**config.mk**
```make
export PLATFORM = sky130hd
export DESIGN_NAME = paddle_motion_controller_flat
export DESIGN_NICKNAME = d
export VERILOG_FILES = /design/src/rtl/pong_pkg.sv /design/src/rtl/paddle_motion_controller_if.sv /design/src/rtl/paddle_axis.sv /design/src/rtl/paddle_motion_controller.sv /design/src/flat_wrapper.sv
export SDC_FILE = /design/constraint.sdc
export NUM_CORES = 1
export LEC_CHECK = 0
export ABC_CLOCK_PERIOD_IN_PS = 5270
export BUFFER_PORTS_ARGS = -buffer_cell sky130_fd_sc_hd__clkbuf_2
export CORE_MARGIN = 5
export CORE_UTILIZATION = 50
export CTS_CLUSTER_SIZE = 24
export DETAILED_ROUTE_END_ITERATION = 10
export GPL_ROUTABILITY_DRIVEN = 0
export PLACE_DENSITY = 0.64
export SETUP_SLACK_MARGIN = 0.5
export SYNTH_ARGS = -nofsm -noshare
export SYNTH_HDL_FRONTEND = slang
export SYNTH_HIERARCHICAL = 1
export SYNTH_SLANG_ARGS = --single-unit
```
**constraint.sdc**
```tcl
create_clock -name clk -period 5.27 [get_ports clk]
set_input_delay 0.527 -clock clk [delete_from_list [all_inputs] [get_ports clk]]
set_output_delay 0.527 -clock clk [all_outputs]
set_load 0.02 [all_outputs]
```
**src/rtl/pong_pkg.sv**
```systemverilog
// Shared constants, state type and clamp helper for the paddle motion datapath.
package pong_pkg;

   localparam int SCREEN_H = 480;
   localparam int PADDLE_H = 80;
   localparam int Y_W      = 10;
   localparam int NUM_CH   = 2;
   localparam int SPD_W    = 4;
   localparam int CNT_W    = 3;

   localparam logic [SPD_W-1:0] SPEED_MIN   = SPD_W'(2);
   localparam logic [SPD_W-1:0] SPEED_MAX   = SPD_W'(8);
   localparam logic [CNT_W-1:0] RAMP_FRAMES = CNT_W'(4);

   localparam logic [Y_W-1:0] Y_MAX    = Y_W'(SCREEN_H - PADDLE_H);
   localparam logic [Y_W-1:0] Y_CENTER = Y_W'((SCREEN_H - PADDLE_H) / 2);

   typedef enum logic [1:0] {
      IDLE,
      RAMP,
      CRUISE
   } paddle_state_t;

   // Saturate a signed candidate position into [0, Y_MAX].
   function automatic logic [Y_W-1:0] clamp_y(input logic signed [Y_W:0] v);
      logic [Y_W-1:0] r;
      if (v < 0)
         r = '0;
      else if (v > $signed({1'b0, Y_MAX}))
         r = Y_MAX;
      else
         r = v[Y_W-1:0];
      return r;
   endfunction

endpackage

```
**src/rtl/paddle_motion_controller_if.sv**
```systemverilog
// Button/tick inputs and paddle position outputs bundled for the motion controller.
interface paddle_motion_controller_if;
   import pong_pkg::*;

   logic                           frame_tick;
   logic                           center_req;
   logic [NUM_CH-1:0]              btn_up;
   logic [NUM_CH-1:0]              btn_down;
   logic [Y_W-1:0]                 paddle_y_l;
   logic [Y_W-1:0]                 paddle_y_r;
   logic [NUM_CH-1:0]              paddle_moving;

   modport master (
      output frame_tick, center_req, btn_up, btn_down,
      input  paddle_y_l, paddle_y_r, paddle_moving
   );

   modport slave (
      input  frame_tick, center_req, btn_up, btn_down,
      output paddle_y_l, paddle_y_r, paddle_moving
   );

endinterface

```
**src/rtl/paddle_axis.sv**
```systemverilog
// One paddle channel: direction decode, speed ramp FSM and clamped Y update per frame tick.
module paddle_axis
   import pong_pkg::*;
(
   input  logic           clk,
   input  logic           rst,
   input  logic           tick_i,
   input  logic           center_i,
   input  logic           up_i,
   input  logic           down_i,
   output logic [Y_W-1:0] y_o,
   output logic           moving_o
);

   paddle_state_t      st_q, st_d;
   logic [Y_W-1:0]     y_q, y_d;
   logic [SPD_W-1:0]   spd_q, spd_d, step;
   logic [CNT_W-1:0]   cnt_q, cnt_d, cnt_inc;
   logic               dir_up_q, dir_up_d;
   logic               moving_q;
   logic               want, want_up, move_en;
   logic signed [Y_W:0] y_s, step_s, sum_s;

   // Both or neither pressed cancels out to "no direction".
   assign want    = up_i ^ down_i;
   assign want_up = up_i & ~down_i;
   assign cnt_inc = cnt_q + CNT_W'(1);
   assign y_s     = signed'({1'b0, y_q});

   always_comb begin
      st_d     = st_q;
      y_d      = y_q;
      spd_d    = spd_q;
      cnt_d    = cnt_q;
      dir_up_d = dir_up_q;
      move_en  = 1'b0;
      step     = SPEED_MIN;
      step_s   = '0;
      sum_s    = '0;
      if (center_i) begin
         y_d   = Y_CENTER;
         st_d  = IDLE;
         spd_d = SPEED_MIN;
         cnt_d = '0;
      end else if (tick_i) begin
         if (!want) begin
            st_d  = IDLE;
            spd_d = SPEED_MIN;
            cnt_d = '0;
         end else if (st_q == IDLE || want_up != dir_up_q) begin
            // Fresh start or reversal: restart the ramp from the slowest speed.
            move_en  = 1'b1;
            step     = SPEED_MIN;
            st_d     = RAMP;
            spd_d    = SPEED_MIN;
            cnt_d    = CNT_W'(1);
            dir_up_d = want_up;
         end else if (st_q == CRUISE) begin
            move_en = 1'b1;
            step    = SPEED_MAX;
         end else begin
            move_en = 1'b1;
            step    = spd_q;
            if (cnt_inc == RAMP_FRAMES) begin
               cnt_d = '0;
               spd_d = spd_q + SPD_W'(1);
               if (spd_d == SPEED_MAX)
                  st_d = CRUISE;
            end else begin
               cnt_d = cnt_inc;
            end
         end
         step_s = signed'({{(Y_W+1-SPD_W){1'b0}}, step});
         sum_s  = dir_up_d ? (y_s - step_s) : (y_s + step_s);
         if (move_en)
            y_d = clamp_y(sum_s);
      end
   end

   always_ff @(posedge clk or posedge rst) begin
      if (rst) begin
         st_q     <= IDLE;
         y_q      <= Y_CENTER;
         spd_q    <= SPEED_MIN;
         cnt_q    <= '0;
         dir_up_q <= 1'b0;
         moving_q <= 1'b0;
      end else begin
         st_q     <= st_d;
         y_q      <= y_d;
         spd_q    <= spd_d;
         cnt_q    <= cnt_d;
         dir_up_q <= dir_up_d;
         moving_q <= (st_d != IDLE);
      end
   end

   assign y_o      = y_q;
   assign moving_o = moving_q;

endmodule

```
**src/rtl/paddle_motion_controller.sv**
```systemverilog
// Two independent paddle channels fed from shared frame tick / recentre pulses.
module paddle_motion_controller
   import pong_pkg::*;
(
   input  logic                      clk,
   input  logic                      rst,
   paddle_motion_controller_if.slave bus
);

   logic [NUM_CH-1:0]          up, dn, mv;
   logic [NUM_CH-1:0][Y_W-1:0] y;

   assign up = bus.btn_up;
   assign dn = bus.btn_down;

   // Index 0 is the left player, index 1 the right.
   paddle_axis u_axis [NUM_CH-1:0] (
      .clk      (clk),
      .rst      (rst),
      .tick_i   (bus.frame_tick),
      .center_i (bus.center_req),
      .up_i     (up),
      .down_i   (dn),
      .y_o      (y),
      .moving_o (mv)
   );

   assign bus.paddle_y_l    = y[0];
   assign bus.paddle_y_r    = y[1];
   assign bus.paddle_moving = mv;

endmodule

```
**src/flat_wrapper.sv**
```systemverilog
// flat-port wrapper written by rule: the top's interface ports become plain ports
module paddle_motion_controller_flat import pong_pkg::*;
  (clk, rst, bus_frame_tick, bus_center_req, bus_btn_up, bus_btn_down, bus_paddle_y_l, bus_paddle_y_r, bus_paddle_moving);
  paddle_motion_controller_if bus_i ();
  input  logic clk;
  input  logic rst;
  input wire logic [$bits(bus_i.frame_tick)-1:0] bus_frame_tick;
  input wire logic [$bits(bus_i.center_req)-1:0] bus_center_req;
  input wire logic [$bits(bus_i.btn_up)-1:0] bus_btn_up;
  input wire logic [$bits(bus_i.btn_down)-1:0] bus_btn_down;
  output wire logic [$bits(bus_i.paddle_y_l)-1:0] bus_paddle_y_l;
  output wire logic [$bits(bus_i.paddle_y_r)-1:0] bus_paddle_y_r;
  output wire logic [$bits(bus_i.paddle_moving)-1:0] bus_paddle_moving;
  assign bus_i.frame_tick = bus_frame_tick;
  assign bus_i.center_req = bus_center_req;
  assign bus_i.btn_up = bus_btn_up;
  assign bus_i.btn_down = bus_btn_down;
  assign bus_paddle_y_l = bus_i.paddle_y_l;
  assign bus_paddle_y_r = bus_i.paddle_y_r;
  assign bus_paddle_moving = bus_i.paddle_moving;
  paddle_motion_controller u_core (.clk(clk), .rst(rst), .bus(bus_i));
endmodule
```
Yosys cells after proc, flatten, opt, wreduce, memory -nomap -nowiden

Cells that the tools add are included.

Add/sub/neg operators: 8
$lt $le $gt $ge: 4
Equality and inequality tests: 12
Reductions and logical operators: 16
Mux-type cells: 74
Bitwise logic cells: 7

Operators by type and width:

| kind                                                        | count |
|---|---|
| 2-to-1 mux 10 bit                                           | 10 |
| 2-to-1 mux 4 bit                                            | 22 |
| 2-to-1 mux 3 bit                                            | 12 |
| 2-to-1 mux 2 bit                                            | 14 |
| adder 10 x 4 -> 11 bit                                      | 2 |
| > comparator 11 x 10 -> 1 bit, second input constant        | 2 |
| less-than comparator 11 x 1 -> 1 bit, second input constant | 2 |
| 2-to-1 mux 11 bit                                           | 2 |
| subtractor 10 x 4 -> 11 bit                                 | 2 |
| 2-to-1 mux 1 bit                                            | 14 |
| AND reduction 2 bit                                         | 5 |
| nonzero test 2 bit                                          | 5 |
| adder 4 x 1 -> 4 bit, second input constant                 | 2 |
| equality test 4 bit, second input constant                  | 2 |
| != test 4 x 2 -> 1 bit, second input constant               | 2 |
| != test 4 bit, second input constant                        | 2 |
| adder 3 x 1 -> 3 bit, second input constant                 | 2 |
| equality test 3 bit, second input constant                  | 2 |
| AND reduction 3 bit                                         | 2 |
| equality test 2 bit, second input constant                  | 2 |
| zero test 2 bit                                             | 2 |
| inverter 1 bit                                              | 3 |
| AND 1 bit                                                   | 2 |
| logical OR 1 bit                                            | 2 |
| other kinds (2)                                             | 4 |

Input bits: 8
Output and inout port bits: 22
Logic and storage cells: 133
Register bits: 42

Depth between registers and ports, before layout

Gate-level depths: netlist of the first run.

Depth in word-level cells: 16
Gate-level depth with buffers: 18
Mapped depth without buffers: 17

Hierarchy

Netlist of the first run, hierarchy kept.

Modules (own cells, without submodules):

| module                         | sequential area each (um2) | instances | cells each | area each (um2) |
|---|---|---|---|---|
| paddle_axis (u_core.u_axis[0]) | 530.5                      | 1         | 228        | 1,910.6 |
| paddle_axis (u_core.u_axis[1]) | 530.5                      | 1         | 225        | 1,893.1 |

Worst setup path after synthesis of the first run

OpenSTA, ideal clock, no wires.

Path kind: input to register
From: input port bus_btn_down[1]
To: register u_core.u_axis[1].y_q[3]
Path slack: 1,092 ps
Path buffers: 1
Required time: 5,179 ps
Stages on the path: 16
Data arrival time: 4,087 ps
Path through: inv_1 -> ha_1 -> buf_2 -> xor2_1 -> or2_1 -> a211oi_1 -> ha_1 -> nor3_1 -> o21ai_0 -> ha_1 -> and2_4 -> a221o_1 -> or3_4 -> a22oi_4 -> a211oi_2 -> o31ai_1

Word-level cells in the longest chain between the ends: 16

RTL lines:

| element                                                                      | RTL line           | source |
|---|---|---|
| start: declaration                                                           | flat_wrapper.sv:10 | `input wire logic [$bits(bus_i.btn_down)-1:0] bus_btn_down;` |
| inverter 1 bit                                                               | paddle_axis.sv:26  | `assign want_up = up_i & ~down_i;` |
| AND 1 bit                                                                    | paddle_axis.sv:26  |  |
| != test 1 bit                                                                | paddle_axis.sv:50  | `end else if (st_q == IDLE \|\| want_up != dir_up_q) begin` |
| logical OR 1 bit                                                             | paddle_axis.sv:50  |  |
| 2-to-1 mux 4 bit                                                             | paddle_axis.sv:50  |  |
| 2-to-1 mux 4 bit                                                             | paddle_axis.sv:46  | `if (!want) begin` |
| 2-to-1 mux 4 bit                                                             | paddle_axis.sv:45  | `end else if (tick_i) begin` |
| 2-to-1 mux 4 bit                                                             | paddle_axis.sv:40  | `if (center_i) begin` |
| adder 10 x 4 -> 11 bit / subtractor 10 x 4 -> 11 bit (equally long branches) | paddle_axis.sv:74  | `sum_s = dir_up_d ? (y_s - step_s) : (y_s + step_s);` |
| 2-to-1 mux 11 bit                                                            | paddle_axis.sv:74  |  |
| > comparator 11 x 10 -> 1 bit                                                | pong_pkg.sv:29     | `else if (v > $signed({1'b0, Y_MAX}))` |
| 2-to-1 mux 10 bit                                                            | pong_pkg.sv:29     |  |
| 2-to-1 mux 10 bit                                                            | pong_pkg.sv:27     | `if (v < 0)` |
| 2-to-1 mux 10 bit                                                            | paddle_axis.sv:75  | `if (move_en)` |
| 2-to-1 mux 10 bit                                                            | paddle_axis.sv:45  |  |
| 2-to-1 mux 10 bit                                                            | paddle_axis.sv:40  |  |
| end signal: assignment                                                       | paddle_axis.sv:90  | `y_q <= y_d;` |
| end: declaration                                                             | paddle_axis.sv:16  | `logic [Y_W-1:0] y_q, y_d;` |

Several ways; a longest one is shown, not always the timed one. The select of a mux whose other input is x is not followed.
A chain may end at the register's enable or synchronous reset.

Final worst setup path of the first run

From: input port bus_btn_down[0]
To: register u_core.u_axis[0].y_q[1]

Word-level cells in the longest chain between the ends: 16

RTL lines:

| element                                                                      | RTL line |
|---|---|
| inverter 1 bit                                                               | paddle_axis.sv:26 |
| AND 1 bit                                                                    | paddle_axis.sv:26 |
| != test 1 bit                                                                | paddle_axis.sv:50 |
| logical OR 1 bit                                                             | paddle_axis.sv:50 |
| 2-to-1 mux 4 bit                                                             | paddle_axis.sv:50 |
| 2-to-1 mux 4 bit                                                             | paddle_axis.sv:46 |
| 2-to-1 mux 4 bit                                                             | paddle_axis.sv:45 |
| 2-to-1 mux 4 bit                                                             | paddle_axis.sv:40 |
| adder 10 x 4 -> 11 bit / subtractor 10 x 4 -> 11 bit (equally long branches) | paddle_axis.sv:74 |
| 2-to-1 mux 11 bit                                                            | paddle_axis.sv:74 |
| > comparator 11 x 10 -> 1 bit                                                | pong_pkg.sv:29 |
| 2-to-1 mux 10 bit                                                            | pong_pkg.sv:29 |
| 2-to-1 mux 10 bit                                                            | pong_pkg.sv:27 |
| 2-to-1 mux 10 bit                                                            | paddle_axis.sv:75 |
| 2-to-1 mux 10 bit                                                            | paddle_axis.sv:45 |
| 2-to-1 mux 10 bit                                                            | paddle_axis.sv:40 |
| end signal: assignment                                                       | paddle_axis.sv:90 |
| end: declaration                                                             | paddle_axis.sv:16 |

Several ways; a longest one is shown, not always the timed one. The select of a mux whose other input is x is not followed.

==> results_dict.tcl, run 1 <==
set metrics [dict create \
    fin_cells 574 \
    via_per_inst 6.00 \
    clock-sinks 42 \
    cts_tree "built" \
    reg2reg_setup_slack_ps 1150 \
    grt_max_degree 24 \
    port_buffers 29 \
    synthArstFlopShare 1.00 \
    overflow 0 \
    ys_warn_count 6 \
    io_pins 30 \
    grt_pass1_vias 3231 \
    vias 3442 \
    drc 0 \
    worstHoldPathType "primary input to async pin" \
    die_area_mm2 0.00945 \
    dpl.cell_count 566 \
    dp_hpwl_um 6980 \
    setup_tns_ps 0 \
    hold_ws_ps 343 \
    setup_violations 0 \
    period_needed_ps 4220 \
    wl_met2_um 4300 \
    tightest_slew_ps 1020 \
    place_area_mm2 0.00400 \
    critPathKind "primary input to flip-flop" \
    ys_types 68 \
    p_total_uw 1090 \
    drt-wirelength-per-cell_um 15.6 \
    cts_resized 0 \
    synth.net_count 497 \
    post-route-period-util 0.801 \
    cts-buffers-inserted 5 \
    yosys_register_bits 42 \
    grt_pass1_wl_um 14900 \
    crit_required_ps 5470 \
    reg2reg_from "u_core/u_axis[0]/dir_up_q" \
    wirelength_um 8960 \
    clock_latency_ps 300 \
    drv_cap 0 \
    multi_input_area_mm2 0.00257 \
    peakVddDrop_v 0.000127 \
    cp_max_fo 9 \
    syn_inst 453 \
    wl_met1_um 4120 \
    worstPathCellList "clkbuf_2 > inv_1 > ha_1 > xnor2_1 > o21ai_1 > a211oi_2 > ha_1 > nor3b_1 > a21oi_1 > o22ai_1 > a21oi_1 > ha_1 > nor2b_4 > o2111ai_1 > a21oi_1 > o211a_1 > o21ai_1 > o31ai_1" \
    cts_setup_buffers 0 \
    run_status "finished, final reports clean" \
    diodes 0 \
    clockRootBuffer "clkbuf_8" \
    core_mm2 0.00733 \
    avgSynthCellArea_um2 8.40 \
    register_area_mm2 0.00106 \
    maxSlewViolCount 0 \
    r2r_end "u_core/u_axis[0]/y_o[1]" \
    synth_edf_count 0 \
    syn_to_final_growth_pct 7.60 \
    rsz0062_at_grt "false" \
    synthFlopType "dfrtp_1" \
    clk_path_buf_depth 2 \
    worstSetupEndpointType "flip-flop" \
    drive_gt1_frac 0.152 \
    path_clk_slew_ps 100 \
    fin_area_mm2 0.00409 \
    finalNetCount 518 \
    drt-initial-drc-count 128 \
    grt_usage 0.185 \
    synth_seq_area_share 0.279 \
    postCtsHoldBufs 0 \
    rows 31 \
    powerDensity_mw_per_mm2 267 \
    worstPathArrival_ps 4420 \
    die_y_um 97.2 \
    antenna_found_initial 0 \
    total_leakage_power_uw 0.00179 \
    dr.pass1.iters 5 \
    die_x_um 97.2 \
    max-slew-margin-rel 0.313 \
    routed.top_layer "met4" \
    cp_slowest_cell "a21oi_1" \
    finalHoldViolCount 0 \
    fill_cells 676 \
    skew_ps 12.8 \
    reg2reg_depth 15 \
    timing.fmax_mhz 237 \
    wl_met3_um 394 \
    start_util 0.519 \
    start_kind "primary input" \
    synth_area_mm2 0.00380 \
    h-tree-depth 2 \
    ant_nets 0 \
    max_stage_delay_ps 420 \
]
==> worst max-delay path: cells and delay by family <==
kind                       cells  cell delay (ps)
xor gates and xnor gates       1              340
buffers and inverters          2              100
and+or+nand+nor                2              400
adders and majority gates      3              980
AOI/OAI and AO/OA             10             2070
==> cell families (layout without fill, tap and decap cells) <==
| family | Yosys count | count (layout) | synth area share |
|---|---|---|---|
| AOI/OAI and AO/OA | 161 | 161 | 0.295 |
| and+or+nand+nor | 153 | 153 | 0.206 |
| DFF | 42 | 42 | 0.279 |
| buffers and inverters | 40 | 62 | 0.0447 |
| adders and majority gates | 36 | 36 | 0.122 |
| xor gates and xnor gates | 12 | 12 | 0.0276 |
| muxes | 9 | 9 | 0.0253 |
==> Yosys cell counts, types with 9 or more instances <==
cell type  instances  share of area
inv_1             23          0.023
o31ai_1           15          0.030
nand2_1           52          0.051
nand4_1            9          0.015
nor2_1            30          0.030
dfrtp_1           34           0.22
o21ai_1           14          0.018
a21oi_1           35          0.046
buf_2              9          0.012
o21ai_0           33          0.043
nand2b_1           9          0.015
ha_1              34           0.11
==> where the power goes <==
group / switching [uW] / internal [uW]
sequential: 27.4 / 347
combinational: 304 / 189
clock: 129 / 95.0
==> metrics by stage <==
step | util | setup slack, ps
after floorplan | - | 1090
after global placement | 0.546 | 988
after detailed placement | 0.546 | 792
after CTS | 0.558 | 1110
after global routing | 0.558 | 532
final | 0.558 | 1050
==> registers in the layout (all words and copies together), names as in the netlist <==
| name | flops |
|---|---|
| u_core/u_axis/cnt_q | 6 |
| u_core/u_axis/dir_up_q | 2 |
| u_core/u_axis/moving_o | 2 |
| u_core/u_axis/spd_q | 8 |
| u_core/u_axis/st_q | 4 |
| u_core/u_axis/y_o | 20 |
==> routing by layer <==
layer / up-vias / track usage
li1: 1721 / -
met1: 1622 / 0.242
met2: 88 / 0.318
met3: 11 / 0.0287
met4: 0 / 0.0501
met5: - / 0
==> layout by cell type (no fill, tap or decap), types with 7 or more instances in the layout <==
cell type,Yosys,routed
nand2_1,52,52
nand4_1,9,9
dfrtp_1,34,34
inv_1,23,23
o21ai_1,14,14
nor2_1,30,30
o31ai_1,15,15
nor3_1,8,8
dfstp_2,8,8
nand3_1,7,7
a21oi_1,35,35
and2_1,7,7
ha_1,34,34
o21ai_0,33,33
nand2b_1,9,9
o21a_1,7,7
clkbuf_2,1,29
==> worst max-delay path by stage <==
| stage | startpoint | endpoint | slack [ps] | depth (start not counted) |
|---|---|---|---|---|
| after global routing | bus_btn_down[1] | u_core/u_axis[1]/y_o[2] | 530 | 18 |
| after detailed placement | bus_btn_up[1] | u_core/u_axis[1]/y_o[1] | 790 | 17 |
| final | bus_btn_down[0] | u_core/u_axis[0]/y_o[1] | 1050 | 18 |
| after global placement | bus_btn_down[1] | u_core/u_axis[1]/y_o[0] | 990 | 18 |
| after floorplan | bus_btn_down[1] | u_core/u_axis[1]/y_o[3] | 1090 | 16 |
| after CTS | bus_btn_down[1] | u_core/u_axis[1]/y_o[1] | 1110 | 18 |
==> area by class of cell <==
| cell class | instances | area share |
|---|---|---|
| multi-input cells | 371 | 0.629 |
| flip-flops and latches | 42 | 0.259 |
| repair buffers | 30 | 0.0373 |
| well taps | 99 | 0.0303 |
| inverters | 24 | 0.0220 |
| clock buffers | 5 | 0.0168 |
| clock inverters | 3 | 0.00581 |
Power figures use the tool's default switching activity.
==> run 2, diff against run 1 <==
Settings changed: ABC_CLOCK_PERIOD_IN_PS 5270 to 4000.
Clock period 5.27 ns to 4 ns, I/O delays scaled along.
==> run 2 against run 1 <==
Wire length increased by 16%. Clock skew decreased by 2.6 ps. Worst setup slack got worse by 700 ps. Non-clock buffer count increased by 37. Critical path type is now flip-flop to flip-flop. Largest power group unchanged.
==> results_dict.tcl, run 2 (synthesis results as in run 1) <==
set metrics [dict create \
    rsz0062_at_grt "true" \
    cts-buffers-inserted 5 \
    ant_nets 0 \
    final_common_cell "nand2_1" \
    powerDensity_mw_per_mm2 352 \
    p_sw_uw 711 \
    final_cell_mix "nand2_1 (51), buf_4 (36), dfrtp_1 (32)" \
    total_leakage_power_uw 0.00204 \
    diodes 0 \
    postCtsHoldBufs 0 \
    dp_hpwl_um 7290 \
    clock_latency_ps 300 \
    swShare 0.424 \
    antenna_found_initial 0 \
    peakVddDrop_v 0.000190 \
    period_needed_ps 3650 \
    worstHoldPathType "primary input to async pin" \
    place_area_mm2 0.00419 \
    max-slew-margin-rel 0.435 \
    grt_pass1_wl_um 16200 \
    worstSetupEndpointType "flip-flop" \
    grt_pass1_vias 3489 \
    via_per_inst 6.09 \
    grt_usage 0.202 \
    fin_area_mm2 0.00476 \
    start_util 0.519 \
    drv_cap 0 \
    critPathKind "flip-flop to flip-flop" \
    seqPwrFrac 0.293 \
    worstPathArrival_ps 3870 \
    overflow 0 \
    path_clk_slew_ps 90 \
    drive_gt1_frac 0.328 \
    h-tree-depth 2 \
    finalNetCount 555 \
    setup_violations 0 \
    start_kind "flip-flop" \
    timing.fmax_mhz 274 \
    intPower_uw 965 \
    io_pins 30 \
    dr.pass1.iters 4 \
    clkPwrFrac 0.170 \
    clockRootBuffer "clkbuf_8" \
    vias 3721 \
    rows 31 \
    core_mm2 0.00733 \
    use_met1 0.259 \
    skew_ps 10.2 \
    drt-wirelength-per-cell_um 17.0 \
    crit_required_ps 4220 \
    clk_path_buf_depth 2 \
    met3_usage 0.0323 \
    cp_max_fo 7 \
    comb_power_share 0.537 \
    largest_register_ffs 20 \
    hold_ws_ps 242 \
    die_x_um 97.2 \
    grtUsageMet2 0.352 \
    run_status "finished, final reports clean" \
    post-route-period-util 0.912 \
    maxSlewViolCount 0 \
    drc 0 \
    clock-sinks 42 \
    port_buffers 29 \
    cts_tree "built" \
    top_usage_layer "met2" \
    drt-initial-drc-count 103 \
    grt_max_degree 24 \
    finalHoldViolCount 0 \
    die_area_mm2 0.00945 \
    die_y_um 97.2 \
    wirelength_um 10400 \
    syn_to_final_growth_pct 25.1 \
    tightest_slew_ps 846 \
]
## run 2: what timing repair did
item | in CTS | in global routing
buffers inserted | 12 | 12
pin swaps | 16 | 23
setup endpoints to repair | 17 | 17
cloned | 0 | 0
gates resized for setup | 18 | 50
## run 2: power by group through the flow
stage                     registers, uW  clock network (uW)  logic [uW]
after floorplan                     508                   0         518
after global placement              497                   0         693
after detailed placement            497                   0         699
after CTS                           490                 293         768
after global routing                496                 315         972
final                               491                 285         901
## run 2: final timing paths
check | start | endpoint | slack, ps | cells after the start
max in group asynchronous | rst | u_core/u_axis[0]/st_q[0] | 3190 | 2
min reg2reg | u_core/u_axis[0]/cnt_q[2] | u_core/u_axis[0]/cnt_q[2] | 510 | 1
max reg2reg | u_core/u_axis[1]/st_q[0] | u_core/u_axis[1]/y_o[3] | 350 | 17
min | rst | u_core/u_axis[0]/cnt_q[1] | 240 | 2
min in group clk | u_core/u_axis[0]/cnt_q[2] | u_core/u_axis[0]/cnt_q[2] | 510 | 1
max | u_core/u_axis[1]/st_q[0] | u_core/u_axis[1]/y_o[3] | 350 | 17
## run 2: area by class of cell
class	count	area (um2)
multi-input combinational	371	2930
tap	99	124
clock inverter	3	21.3
timing repair buffer	67	447
clock buffer	5	68.8
sequential	42	1060
fill	621	2570
inverter	24	103
## run 2: metal layers
metal	routed length (um)	vias up
li1	-	1786
met4	201	0
met1	4390	1803
met2	5350	114
met3	466	18
met5	0	-
## run 2: worst max-delay path, stage by stage (launching register included)
cell	delay, ps
dfrtp_1	480
nor2_1	110
or2_1	260
a211oi_2	190
ha_2	230
nor3b_2	170
a21oi_1	50
o22ai_1	110
a21oi_1	110
ha_1	350
o211ai_1	350
a211oi_2	90
or2_1	300
buf_6	150
xnor2_4	170
a211oi_2	60
buf_4	170
o31ai_4	230
## run 2: through the flow
stage / setup TNS (ps) / util / setup WS (ps) / cells / total power [uW]
6_report: 0 / 0.649 / 350 / 611 / 1680
5_1_grt: 0 / 0.649 / 152 / 611 / 1780
4_1_cts: 0 / 0.607 / 385 / 599 / 1550
3_5_place_dp: -109 / 0.571 / -48.3 / 579 / 1200
3_3_place_gp: 0 / 0.571 / 84.2 / 579 / 1190
2_1_floorplan: 0 / - / 344 / 453 / 1030
